File: src/rtl/wb_pkg.sv
// Shared types and defaults for the writeback arbiter.
//   wb_src_e : write source code driven on reg_src_o
//   wb_req_t : default buffered-request layout (destination + data)
package wb_pkg;

    localparam int WB_ALU_FIFO_DEPTH = 2;
    localparam int WB_DATA_W         = 32;
    localparam int WB_ADDR_W         = 5;

    typedef enum logic [1:0] {
        WB_SRC_NONE = 2'd0,
        WB_SRC_ALU  = 2'd1,
        WB_SRC_MDU  = 2'd2,
        WB_SRC_LSU  = 2'd3
    } wb_src_e;

    typedef struct packed {
        logic [WB_ADDR_W-1:0] waddr;
        logic [WB_DATA_W-1:0] data;
    } wb_req_t;

endpackage

File: src/rtl/wb_sync_fifo.sv
// Synchronous FIFO of writeback requests.
//   clk, rst_n : clock, synchronous active-low reset
//   push/wr_req: enqueue (ignored when full)
//   pop/rd_req : dequeue; rd_req is the current head (valid when !empty)
//   flush      : empties the FIFO at the clock edge, overrides push/pop
//   count/full/empty : registered occupancy
module wb_sync_fifo
    import wb_pkg::*;
#(
    parameter int  DEPTH = WB_ALU_FIFO_DEPTH,
    parameter type req_t = wb_req_t
) (
    input  logic                       clk,
    input  logic                       rst_n,
    input  logic                       push,
    input  req_t                       wr_req,
    input  logic                       pop,
    output req_t                       rd_req,
    input  logic                       flush,
    output logic [$clog2(DEPTH+1)-1:0] count,
    output logic                       full,
    output logic                       empty
);

    localparam int PTR_W = $clog2(DEPTH);
    localparam int CNT_W = $clog2(DEPTH+1);

    req_t             mem [DEPTH];
    logic [PTR_W-1:0] wr_ptr;
    logic [PTR_W-1:0] rd_ptr;
    logic             do_push;
    logic             do_pop;

    assign full    = (count == CNT_W'(DEPTH));
    assign empty   = (count == '0);
    assign do_push = push && !full;
    assign do_pop  = pop && !empty;
    assign rd_req  = mem[rd_ptr];

    // DEPTH is a power of two, so pointers wrap by natural overflow.
    always_ff @(posedge clk) begin
        if (!rst_n || flush) begin
            wr_ptr <= '0;
            rd_ptr <= '0;
            count  <= '0;
        end else begin
            if (do_push) wr_ptr <= wr_ptr + 1'b1;
            if (do_pop)  rd_ptr <= rd_ptr + 1'b1;
            case ({do_push, do_pop})
                2'b10:   count <= count + 1'b1;
                2'b01:   count <= count - 1'b1;
                default: count <= count;
            endcase
        end
    end

    // Storage needs no reset; occupancy alone defines validity.
    always_ff @(posedge clk) begin
        if (do_push && !flush) mem[wr_ptr] <= wr_req;
    end

endmodule

File: src/rtl/exu_wb_arb.sv
// Writeback arbiter: merges ALU, MDU and LSU results onto the single
// register-file write port through one output register stage.
//   alu_*          : ALU result, no handshake; alu_stall_o holds issue
//   mdu_*, lsu_*   : valid/ready result sources
//   flush_i        : squashes buffered and live ALU results
//   reg_*_o        : registered write port, reg_src_o = wb_src_e code
//   ovf_o          : sticky, ALU result arrived while stalled
module exu_wb_arb
    import wb_pkg::*;
#(
    parameter int ALU_FIFO_DEPTH = WB_ALU_FIFO_DEPTH,
    parameter int DATA_W         = WB_DATA_W,
    parameter int ADDR_W         = WB_ADDR_W
) (
    input  logic              clk,
    input  logic              rst_n,
    input  logic [DATA_W-1:0] alu_result_i,
    input  logic              alu_reg_we_i,
    input  logic [ADDR_W-1:0] alu_reg_waddr_i,
    output logic              alu_stall_o,
    input  logic              mdu_valid_i,
    input  logic [DATA_W-1:0] mdu_result_i,
    input  logic [ADDR_W-1:0] mdu_waddr_i,
    output logic              mdu_ready_o,
    input  logic              lsu_valid_i,
    input  logic [DATA_W-1:0] lsu_data_i,
    input  logic [ADDR_W-1:0] lsu_waddr_i,
    output logic              lsu_ready_o,
    input  logic              flush_i,
    output logic              reg_we_o,
    output logic [ADDR_W-1:0] reg_waddr_o,
    output logic [DATA_W-1:0] reg_wdata_o,
    output logic [1:0]        reg_src_o,
    output logic              ovf_o
);

    localparam int CNT_W = $clog2(ALU_FIFO_DEPTH+1);

    typedef struct packed {
        logic [ADDR_W-1:0] waddr;
        logic [DATA_W-1:0] data;
    } req_t;

    req_t             alu_req, mdu_req, lsu_req, fifo_head, grant_req;
    wb_src_e          grant_src, reg_src_q;
    logic [CNT_W-1:0] fifo_count;
    logic             fifo_full, fifo_empty;
    logic             fifo_push, fifo_pop;
    logic             alu_live, head_vld, full_pri, alu_bypass, grant_wr;

    assign alu_req = '{waddr: alu_reg_waddr_i, data: alu_result_i};
    assign mdu_req = '{waddr: mdu_waddr_i,     data: mdu_result_i};
    assign lsu_req = '{waddr: lsu_waddr_i,     data: lsu_data_i};

    assign alu_stall_o = (fifo_count == CNT_W'(ALU_FIFO_DEPTH));

    // A flush makes the FIFO look empty for this cycle's arbitration.
    assign alu_live = alu_reg_we_i && (alu_reg_waddr_i != '0) && !flush_i && !alu_stall_o;
    assign head_vld = !fifo_empty && !flush_i;
    assign full_pri = fifo_full && !flush_i;

    always_comb begin
        grant_src   = WB_SRC_NONE;
        grant_req   = '0;
        lsu_ready_o = 1'b0;
        mdu_ready_o = 1'b0;
        fifo_pop    = 1'b0;
        alu_bypass  = 1'b0;
        if (full_pri) begin
            // Full buffer drains first so the ALU is never starved.
            grant_src = WB_SRC_ALU;
            grant_req = fifo_head;
            fifo_pop  = 1'b1;
        end else if (lsu_valid_i) begin
            lsu_ready_o = 1'b1;
            grant_src   = WB_SRC_LSU;
            grant_req   = lsu_req;
        end else if (mdu_valid_i) begin
            mdu_ready_o = 1'b1;
            grant_src   = WB_SRC_MDU;
            grant_req   = mdu_req;
        end else if (head_vld) begin
            grant_src = WB_SRC_ALU;
            grant_req = fifo_head;
            fifo_pop  = 1'b1;
        end else if (alu_live) begin
            grant_src  = WB_SRC_ALU;
            grant_req  = alu_req;
            alu_bypass = 1'b1;
        end
    end

    // A live ALU result not sent straight out queues behind older entries.
    assign fifo_push = alu_live && !alu_bypass;

    // x0 targets are consumed but never written.
    assign grant_wr = (grant_src != WB_SRC_NONE) && (grant_req.waddr != '0);

    wb_sync_fifo #(
        .DEPTH (ALU_FIFO_DEPTH),
        .req_t (req_t)
    ) u_alu_fifo (
        .clk    (clk),
        .rst_n  (rst_n),
        .push   (fifo_push),
        .wr_req (alu_req),
        .pop    (fifo_pop),
        .rd_req (fifo_head),
        .flush  (flush_i),
        .count  (fifo_count),
        .full   (fifo_full),
        .empty  (fifo_empty)
    );

    always_ff @(posedge clk) begin
        if (!rst_n) begin
            reg_we_o    <= 1'b0;
            reg_waddr_o <= '0;
            reg_wdata_o <= '0;
            reg_src_q   <= WB_SRC_NONE;
            ovf_o       <= 1'b0;
        end else begin
            reg_we_o  <= grant_wr;
            reg_src_q <= grant_wr ? grant_src : WB_SRC_NONE;
            if (grant_wr) begin
                reg_waddr_o <= grant_req.waddr;
                reg_wdata_o <= grant_req.data;
            end
            if (alu_reg_we_i && alu_stall_o && !flush_i) ovf_o <= 1'b1;
        end
    end

    assign reg_src_o = reg_src_q;

endmodule

File: config.mk
export PLATFORM = sky130hd
export DESIGN_NAME = exu_wb_arb
export DESIGN_NICKNAME = d
export VERILOG_FILES = /design/src/rtl/wb_pkg.sv /design/src/rtl/wb_sync_fifo.sv /design/src/rtl/exu_wb_arb.sv
export SDC_FILE = /design/constraint.sdc
export NUM_CORES = 1
export LEC_CHECK = 0
export ABC_AREA = 1
export BUFFER_PORTS_ARGS = -buffer_cell sky130_fd_sc_hd__buf_2
export CORE_UTILIZATION = 53
export DETAILED_ROUTE_END_ITERATION = 7
export PLACE_DENSITY = 0.89
export SETUP_SLACK_MARGIN = 0.2
export SYNTH_ARGS = -nofsm -noshare
export SYNTH_HDL_FRONTEND = slang
export SYNTH_SLANG_ARGS = --single-unit
File: constraint.sdc
create_clock -name clk -period 3.9 [get_ports clk]
set_clock_uncertainty 0.2 [all_clocks]
set_input_delay 0.195 -clock clk [delete_from_list [all_inputs] [get_ports clk]]
set_output_delay 0.195 -clock clk [all_outputs]
set_load 0.005 [all_outputs]
==> reports/qor.yml, run 1 <==
clock_network:
  cts_inserted_buffers: 17
  h-tree-depth: 4
  clockBufferDepth: 2
  clock_sinks: 120
  clk_pin_slew_worst_paths_ps: 60
  cts_tree: "done"
  cts_resized: 0
  cts_root_buffer: "clkbuf_8"
  clock_latency_ps: 520
min_path:
  hp-class: "primary input to flip-flop"
timing:
  slew_violations: 0
  max_freq_ghz: 0.284
  timing.slew.headroom: 0.353
  finalHoldViolations: 0
  worst_slack_ps: 384
  tightest_slew_ps: 966
  finalSetupTns_ps: 0
  setup_viol: 0
  final_period_minus_worst_setup_slack_ps: 3520
  rsz0062_at_grt: "false"
  finalCritPeriodShare: 0.901
global_route:
  grt_pass1_vias: 6042
  antenna_found_initial: 0
  grt_pass1_wl_mm: 29.1
  grt.total_usage: 0.331
  grt_max_degree: 75
  grt_overflow_total: 0
place:
  gp_congestion: 0.914
  numPortBuffers: 160
  dp_hpwl_mm: 10.1
  place_worst_setup_slack_ps: 934
run_status:
  status: "finished clean"
finish:
  final_util: 0.775
  drive_above_1_share: 0.280
  area_growth_syn_to_layout_pct: 41.8
  nets: 1032
  diodes: 0
  final_common_cell: "nand2_1"
  mostFrequentLayoutCells: "190 x nand2_1, 159 x buf_2, 103 x dlygate4sd3_1"
detailed_routing:
  drc: 0
  vias_per_cell: 5.62
  num_vias: 5993
  drt-total-wl_mm: 18.4
  antenna_left: 0
  drtIter0Drc: 537
  wl_per_cell_um: 17.3
  drt_pre_antenna_iters: 7
power_and_ir_drop:
  power.leakage_nw: 3.84
  p_per_area_mw_per_mm2: 424
  p_seq_frac: 0.401
  clockPowerShare: 0.455
  sw_frac_of_total: 0.251
  vdd_drop_max_uv: 344
  p_sw_mw: 0.899
  p_int_mw: 2.68
  combPwrFrac: 0.144
critical_path:
  cp_cell_sequence: "dlygate4sd3_1 > buf_2 > nor2_2 > dlygate4sd3_1 > inv_2 > nor2_4 > buf_4 > nand3_1 > nand3_1 > dlygate4sd3_1 > nand2_1 > o31ai_1 > nand3_2 > nand2_1"
  critPathMostFrequentCell: "dlygate4sd3_1"
  startpoint_type: "primary input"
  critPathMaxStageDelay_ps: 620
  worst_ep_arrival_time_ps: 3780
  path_class: "primary input to flip-flop"
  cp_max_fo: 18
  crit_required_ps: 4160
  slowest_stage: "dlygate4sd3_1"
  end_kind: "flip-flop"
synth:
  postSynthAreaPerCell_sq_um: 8.90
  syn_inst: 669
  synth_fp_nets: 787
  yosys_warnings: 0
  synth_area_sq_mm: 0.00595
  synth_sequential_area_ratio: 0.528
  ys_ff_latch: 120
  yosysUniqueCellTypes: 32
floorplan:
  die_area_sq_mm: 0.0117
  rows: 38
  boundaryPins: 161
  die_w_um: 108
  die_h_um: 108
  start_util: 0.547
  core_sq_mm: 0.0109
run:
  drv_cap: 0
-- Yosys cell counts, drive strengths merged --
master	instances	share of area
a21boi	1	0.0013
a21oi	6	0.0057
buf	23	0.024
clkbuf	20	0.013
dfxtp	46	0.15
edfxtp	74	0.37
ha	1	0.0021
inv	29	0.019
mux2i	4	0.0067
nand2	198	0.13
nand3	105	0.12
nand4	37	0.039
nor2	81	0.061
o211ai	4	0.0050
o21ai	8	0.0080
o22ai	1	0.0011
o31ai	29	0.037
xnor2	1	0.0015
xor2	1	0.0015
-- power by group through the flow --
stage	Combinational [mW]	Sequential, mW	Clock, mW
after floorplan	0.240	1.46	0
final	0.514	1.44	1.63
after global routing	0.556	1.44	1.69
after detailed placement	0.400	1.46	0
after global placement	0.390	1.46	0
after CTS	0.499	1.43	1.63
-- sequential cells by signal, indices dropped and copies added (netlist names), 2 cells and up, named ones only --
signal,flops
u_alu_fifo.mem,74
reg_wdata_o,32
reg_waddr_o,5
reg_src_o,2
u_alu_fifo.count,2
-- final timing paths --
kind,startpoint,slack [ps],endpoint,depth (start not counted)
worst max-delay path,lsu_valid_i,380,reg_wdata_o[4],14
worst min register to register,reg_waddr_o[2],270,reg_waddr_o[2],2
worst min-delay path,mdu_result_i[7],40,reg_wdata_o[7],7
worst max register to register,u_alu_fifo.count[0],820,reg_src_o[0],9
-- per-stage QoR --
step / cells / hold slack, ps / instance area, sq um / total power [mW]
final: 1067 / 40.8 / 8440 / 3.58
after detailed placement: 932 / 203 / 6790 / 1.86
after global placement: 932 / 204 / 6790 / 1.85
after CTS: 1067 / 9.74 / 8440 / 3.57
after floorplan: 669 / 93.9 / 5950 / 1.70
after global routing: 1067 / 53.3 / 8440 / 3.68
-- routing by layer --
metal  GRT usage  vias to the layer above  part of all wire
li1            -                     2791                 -
met1       0.366                     2813              0.37
met2       0.611                      337              0.52
met3      0.0687                       52             0.080
met4       0.136                        0             0.027
met5           0                        -                 0
-- cell type report --
type	count	area, sq um
clock buffers	18	418
clock inverters	14	198
fillers	696	2450
inverters	29	111
multi-input cells	477	2500
flip-flops and latches	120	3140
well taps	140	175
repair buffers	269	1890
-- worst max-delay path: cells and delay by family --
family                 cells  cell delay, ps
buffers and inverters      6            2270
AND/OR/NAND/NOR            7            1190
AO/OA/AOI/OAI              1             110
-- cells by family after synthesis --
group	share of synthesized area
AO/OA/AOI/OAI	0.0576
XOR/XNOR	0.00294
adder cells (fa/ha/maj)	0.00210
buffers and inverters	0.0557
flip-flops	0.528
multiplexers	0.00673
AND/OR/NAND/NOR	0.347
-- repair_timing --
item,4_1_cts,5_1_grt
buffers inserted,0,0
hold buffers,103,0
hold endpoints to repair,112,0
endpoints found under the setup margin,0,0
Power figures use the tool's default switching activity.
==> run 2, diff against run 1 <==
ABC_AREA = unset   (was 1)
CORE_MARGIN = 1.5   (was unset)
CORE_UTILIZATION = 52   (was 53)
PLACE_DENSITY = 0.9   (was 0.89)
==> run 2 against run 1 <==
Net effect:
- hold slack worse by 24 ps
- count of clock-buffer cells in the layout up 2
- power down 2.6%
- non-clock buffer count down 28
- highest routed layer unchanged
- critical endpoint is now reg_waddr_o[3]
==> reports/qor.yml, run 2 <==
critical_path:
  slowest_stage: "o22ai_4"
  reg2reg_depth: 5  # -4
  startpoint_type: "flip-flop"
  r2r-end: "reg_waddr_o[3]"
  crit_required_ps: 4060  # -100 ps
  path_class: "flip-flop to flip-flop"
  critPathMaxStageDelay_ps: 860  # +240 ps
  cp_max_fo: 36  # +18
  cp_cell_sequence: "nor4b_2 > a21boi_0 > o22ai_4 > or2_4 > o21ai_0"
  worst_ep_arrival_time_ps: 3450  # -330 ps
  r2r_slack_ps: 610  # -210 ps
  end_kind: "flip-flop"
  r2r-start: "u_alu_fifo.count[0]"
power_and_ir_drop:
  vdd_drop_max_uv: 359  # +4.3%
  combPwrFrac: 0.120  # -0.024
  power.leakage_nw: 2.86  # -25%
  p_total_mw: 3.48  # -2.6%
  p_int_mw: 2.68  # -0.12%
  sw_frac_of_total: 0.232  # -0.0193
  clockPowerShare: 0.468  # +0.013
  p_sw_mw: 0.808  # -10%
  p_per_area_mw_per_mm2: 458  # +8.0%
  p_seq_frac: 0.412  # +0.011
clock_network:
  h-tree-depth: 4  # unchanged
  clock_sinks: 120  # unchanged
  clk_pin_slew_worst_paths_ps: 50  # about the same
  clockBufferDepth: 2  # unchanged
  cts_tree: "done"
  cts_root_buffer: "clkbuf_8"
  post_cts.repair.setup_buffers: 0  # unchanged
  clock_latency_ps: 510  # about the same
  cts_inserted_buffers: 17  # unchanged
finish:
  drive_above_1_share: 0.362  # +0.0815
  top_register: "u_alu_fifo.mem"
  diodes: 0  # unchanged
  nets: 779  # -25%
  fillCellCount: 607  # -13%
  fin_cells: 807  # -24%
  area_growth_syn_to_layout_pct: 41.9  # about the same
  top_regs: "u_alu_fifo.mem: 74 flops, reg_wdata_o: 32 flops, reg_waddr_o: 5 flops"
  final_util: 0.768  # -0.00743
  final_common_cell: "buf_2"
  mostFrequentLayoutCells: "160 x buf_2, 74 x edfxtp_1, 71 x dlygate4sd3_1"
  largest_register_ffs: 74  # unchanged
synth:
  synth_sequential_area_ratio: 0.586  # +0.0581
  syn_inst: 441  # -34%
  synthFlopType: "edfxtp_1"
  ys_ff_latch: 120  # unchanged
  yosys_warnings: 0  # unchanged
  synthArstFlopShare: 0  # unchanged
  synth_area_sq_mm: 0.00536  # -9.9%
  synth_area_leaders: "edfxtp_1 41%, dfxtp_1 17%, mux2i_1 6.7%"
  synth_fp_nets: 559  # -29%
  yosysUniqueCellTypes: 51  # +59%
  yosys.area.top_type_share: 0.414  # +0.0411
  synth.most_common_cell: "edfxtp_1"
  synth-edff-count: 74  # unchanged
  postSynthAreaPerCell_sq_um: 12.2  # +37%
  synth_top_area_cell: "edfxtp_1"
  synth_common_cells: "74 x edfxtp_1, 46 x dfxtp_1, 37 x a21oi_1"
detailed_routing:
  drt-total-wl_mm: 16.4  # -11%
  drc: 0  # unchanged
  vias_per_cell: 6.08  # +8.2%
  antenna_left: 0  # unchanged
  drtIter0Drc: 432  # -20%
  num_vias: 4904  # -18%
  drt_pre_antenna_iters: 7  # unchanged
  wl_per_cell_um: 20.4  # +18%
place:
  gp_congestion: 0.894  # -2.2%
  dp_hpwl_mm: 9.52  # -5.5%
  numPortBuffers: 160  # unchanged
  placedCellCount: 704  # -24%
min_path:
  hp-start: "lsu_data_i[19]"
  hp-class: "primary input to flip-flop"
  hold_end: "reg_wdata_o[19]"
  hold_depth: 5  # -2
floorplan:
  start_util: 0.541  # -0.00561
  die_area_sq_mm: 0.0109  # -6.3%
  core_sq_mm: 0.00991  # -9.0%
  die_w_um: 105  # -3.2%
  rows: 36  # -5.3%
  boundaryPins: 161  # unchanged
  die_h_um: 105  # -3.2%
run:
  drv_cap: 0  # unchanged
run_status:
  status: "finished clean"
global_route:
  antenna_found_initial: 0  # unchanged
  grt.total_usage: 0.306  # -0.0251
  grt_pass1_vias: 5029  # -17%
  grt_max_degree: 43  # -43%
  grt_pass1_wl_mm: 25.6  # -12%
  grt_overflow_total: 0  # unchanged
timing:
  timing.slew.headroom: 0.275  # -0.0787
  hold_slack_ps: 17.2  # -23.6 ps
  rsz0062_at_grt: "false"
  slew_violations: 0  # unchanged
  finalSetupTns_ps: 0  # unchanged
  finalCritPeriodShare: 0.844  # -0.0575
  tightest_slew_ps: 1090  # +122 ps
  finalHoldViolations: 0  # unchanged
  max_freq_ghz: 0.304  # +6.8%
  setup_viol: 0  # unchanged
  final_period_minus_worst_setup_slack_ps: 3290  # -224 ps
-- run 2: routing by layer --
layer | vias to the layer above | GRT usage | wire length (um)
met5 | - | 0 | 0
met4 | 0 | 0.138 | 436
met3 | 44 | 0.0799 | 1630
met2 | 345 | 0.515 | 8280
met1 | 2329 | 0.367 | 6090
li1 | 2186 | - | -
-- run 2: cell type report --
class                           instances  area (sq um)  area share
Clock buffer                           20           445      0.0586
Clock inverter                         12           171      0.0225
Inverter                                4          15.0     0.00197
Multi-Input combinational cell        277          2070       0.272
Sequential cell                       120          3140       0.413
Tap cell                              133           166      0.0219
Timing Repair Buffer                  241          1600       0.210
-- run 2: worst max-delay path by stage --
| stage | slack [ps] | cells after the start | to | startpoint |
|---|---|---|---|---|
| after floorplan | 530 | 7 | u_alu_fifo.mem[0][0] | u_alu_fifo.count[0] |
| after global placement | 620 | 5 | reg_waddr_o[1] | u_alu_fifo.count[0] |
| after detailed placement | 330 | 5 | reg_waddr_o[3] | u_alu_fifo.count[0] |
| after CTS | 300 | 5 | reg_waddr_o[3] | u_alu_fifo.count[0] |
| after global routing | 430 | 5 | reg_waddr_o[3] | u_alu_fifo.count[0] |
| final | 610 | 5 | reg_waddr_o[3] | u_alu_fifo.count[0] |
-- run 2: kinds of logic after synthesis --
group                    Yosys count  synth area share
multiplexers                      37            0.0693
AO/OA/AOI/OAI                    186             0.245
XOR/XNOR                           4           0.00653
adder cells (fa/ha/maj)            1           0.00233
flip-flops                       120             0.586
buffers and inverters             44            0.0385
AND/OR/NAND/NOR                   49            0.0525
-- run 2: worst max-delay path: cells and delay by family (launching register included) --
kind	cells	cell delay, ps
DFF	1	440
AOI/OAI and AO/OA	3	1300
and+or+nand+nor	2	1200
-- run 2: power by group through the flow --
stage | Clock [mW] | Combinational (mW) | Sequential [mW]
after detailed placement | 0 | 0.341 | 1.46
after global routing | 1.69 | 0.449 | 1.44
final | 1.63 | 0.419 | 1.44
after CTS | 1.63 | 0.404 | 1.43
after floorplan | 0 | 0.184 | 1.46
after global placement | 0 | 0.327 | 1.46
-- run 2: what timing repair did --
item / in CTS / in global routing
hold buffers: 71 / 0
endpoints found under the setup margin: 0 / 3
endpoints found under the hold margin: 108 / 0
resized for setup: 0 / 1
-- run 2: stage by stage --
| step | instance area (sq um) | setup WS (ps) |
|---|---|---|
| detailed placement | 6280 | 333 |
| finish | 7610 | 609 |
| global route | 7610 | 427 |
| CTS | 7600 | 298 |
| global placement | 6280 | 618 |
| floorplan | 5360 | 533 |
==> run 3, diff against run 2 <==
CORE_UTILIZATION = 47   (was 52)
PLACE_DENSITY = 0.86   (was 0.9)
clock period = 2.7 ns   (was 3.9 ns; I/O delays follow)
==> run 3 against run 2 <==
Net effect:
- largest cell class unchanged
- power increased by 39%
- via count decreased by 4.4%
- count of clock-buffer cells in the layout decreased by 1
- global-route usage decreased by 5.1 points
- sequential power increased by 44%
- wire length decreased by 8.4%
- highest routed layer unchanged
- design area decreased by 1.6%
- non-clock buffer count decreased by 11
==> reports/qor.yml, run 3 (synthesized netlist as in run 2, its figures left out) <==
clock_network:
  cts_tree: "done"
  cts_root_buffer: "clkbuf_16"
  clockBufferDepth: 2  # unchanged
  clk_pin_slew_worst_paths_ps: 60  # about the same
  clock_latency_ps: 400  # -110 ps
  clock_sinks: 120  # unchanged
  cts_inserted_buffers: 17  # unchanged
  h-tree-depth: 4  # unchanged
place:
  numPortBuffers: 160  # unchanged
  placedCellCount: 724  # +2.8%
  place_worst_setup_slack_ps: 126  # -207 ps
  place_area_sq_mm: 0.00640  # +1.9%
  dp_hpwl_mm: 10.1  # +5.9%
  gp_congestion: 0.897  # +0.31%
global_route:
  grt_max_degree: 43  # unchanged
  grt_pass1_wl_mm: 22.9  # -10%
  grt_pass1_vias: 4552  # -9.5%
  grt.total_usage: 0.255  # -0.0508
  grt_overflow_total: 0  # unchanged
  antenna_found_initial: 0  # unchanged
run_status:
  status: "finished clean"
timing:
  finalHoldViolations: 0  # unchanged
  rsz0062_at_grt: "false"
  setup_viol: 0  # unchanged
  final_period_minus_worst_setup_slack_ps: 2430  # -861 ps
  worst_slack_ps: 270  # -339 ps
  finalCritPeriodShare: 0.900  # +0.0562
  timing.slew.headroom: 0.487  # +0.212
  finalSetupTns_ps: 0  # unchanged
  hold_slack_ps: 45.7  # +28.5 ps
  tightest_slew_ps: 770  # -318 ps
  slew_violations: 0  # unchanged
  max_freq_ghz: 0.411  # +35%
floorplan:
  die_area_sq_mm: 0.0121  # +10%
  rows: 38  # +5.6%
  boundaryPins: 161  # unchanged
  die_h_um: 110  # +5.0%
  core_sq_mm: 0.0110  # +11%
  start_util: 0.488  # -0.0529
  die_w_um: 110  # +5.0%
detailed_routing:
  drt_pre_antenna_iters: 5  # -2
  vias_per_cell: 5.84  # -4.0%
  antenna_left: 0  # unchanged
  drc: 0  # unchanged
  drtIter0Drc: 224  # -48%
  num_vias: 4686  # -4.4%
  wl_per_cell_um: 18.8  # -7.9%
  drt-total-wl_mm: 15.1  # -8.4%
finish:
  area_growth_syn_to_layout_pct: 39.5
  fin_cells: 803  # -0.50%
  final_common_cell: "buf_2"
  top_regs: "u_alu_fifo.mem: 74 flops, reg_wdata_o: 32 flops, reg_waddr_o: 5 flops"
  largest_register_ffs: 74  # unchanged
  diodes: 0  # unchanged
  final_util: 0.681  # -0.0863
  mostFrequentLayoutCells: "160 x buf_2, 74 x edfxtp_1, 44 x dfxtp_1"
  final_area_sq_mm: 0.00748  # -1.6%
  drive_above_1_share: 0.404  # +0.0422
  nets: 768  # -1.4%
  top_register: "u_alu_fifo.mem"
critical_path:
  crit_required_ps: 2830  # -1230 ps
  path_class: "flip-flop to flip-flop"
  worst_ep_arrival_time_ps: 2560  # -890 ps
  end_kind: "flip-flop"
  slowest_stage: "dfxtp_1"
  startpoint_type: "flip-flop"
  cp_cell_sequence: "buf_6 > nor3b_4 > buf_4 > a221o_1 > a22oi_2 > nand4bb_2 > or2_2 > buf_4 > a21oi_2"
  critPathMostFrequentCell: "buf_4"
  critPathMaxStageDelay_ps: 350  # -510 ps
  cp_max_fo: 14  # -61%
run:
  drv_cap: 0  # unchanged
power_and_ir_drop:
  p_per_area_mw_per_mm2: 648  # +41%
  p_total_mw: 4.85  # +39%
  power.leakage_nw: 2.84  # -0.71%
  vdd_drop_max_uv: 420  # +17%
min_path:
  hp-class: "primary input to flip-flop"
[run 3: cell count changes in the layout (fill, tap and decap cells not counted), sizes merged]
| cell | previous run | this run |
|---|---|---|
| dlygate4sd3 | 71 | 42 |
| buf | 170 | 188 |
| bufinv | 4 | 2 |
| clkinv | 4 | 6 |
| inv | 6 | 8 |
| clkbuf | 20 | 19 |
| clkinvlp | 2 | 1 |
[run 3: worst paths after layout]
kind,from,slack (ps),cells after the start,to
max reg2reg,u_alu_fifo.count[0],270,9,reg_wdata_o[11]
min reg2reg,reg_waddr_o[0],290,2,reg_waddr_o[0]
min,mdu_result_i[29],50,5,reg_wdata_o[29]
max,u_alu_fifo.count[0],270,9,reg_wdata_o[11]
[run 3: critical path, delay by kind of cell, from the launching register on]
kind            cells  cell delay, ps
compound gates      3             670
simple gates        3             590
buf+inv             3             540
flops               1             350
[run 3: layout make-up]
cell class                 count  area [sq um]
multi-input combinational    277          2100
timing repair buffer         230          1460
clock inverter                13           143
clock buffer                  19           443
fill                         767          3500
inverter                       4          15.0
sequential                   120          3150
tap                          140           175
[run 3: where the power goes]
group / leakage, nW / internal, mW / switching (mW)
registers: 1.06 / 2.03 / 0.0411
logic: 1.50 / 0.274 / 0.299
clock network: 0.286 / 1.39 / 0.811
total: 2.84 / 3.69 / 1.15
[run 3: per-layer routing]
layer	vias up	routed length [um]	share of wire	GRT usage
li1	2163	-	-	-
met1	2232	6090	0.40	0.320
met2	256	7500	0.50	0.425
met3	35	1090	0.072	0.0510
met4	0	380	0.025	0.112
met5	-	0	0	0
[run 3: what timing repair did]
action                     4_1_cts  5_1_grt
hold endpoints to repair       107        0
gates resized for setup          3       10
setup buffers                    2        3
hold buffers                    42        0
setup endpoints to repair       21       38
pin swaps                        0        1
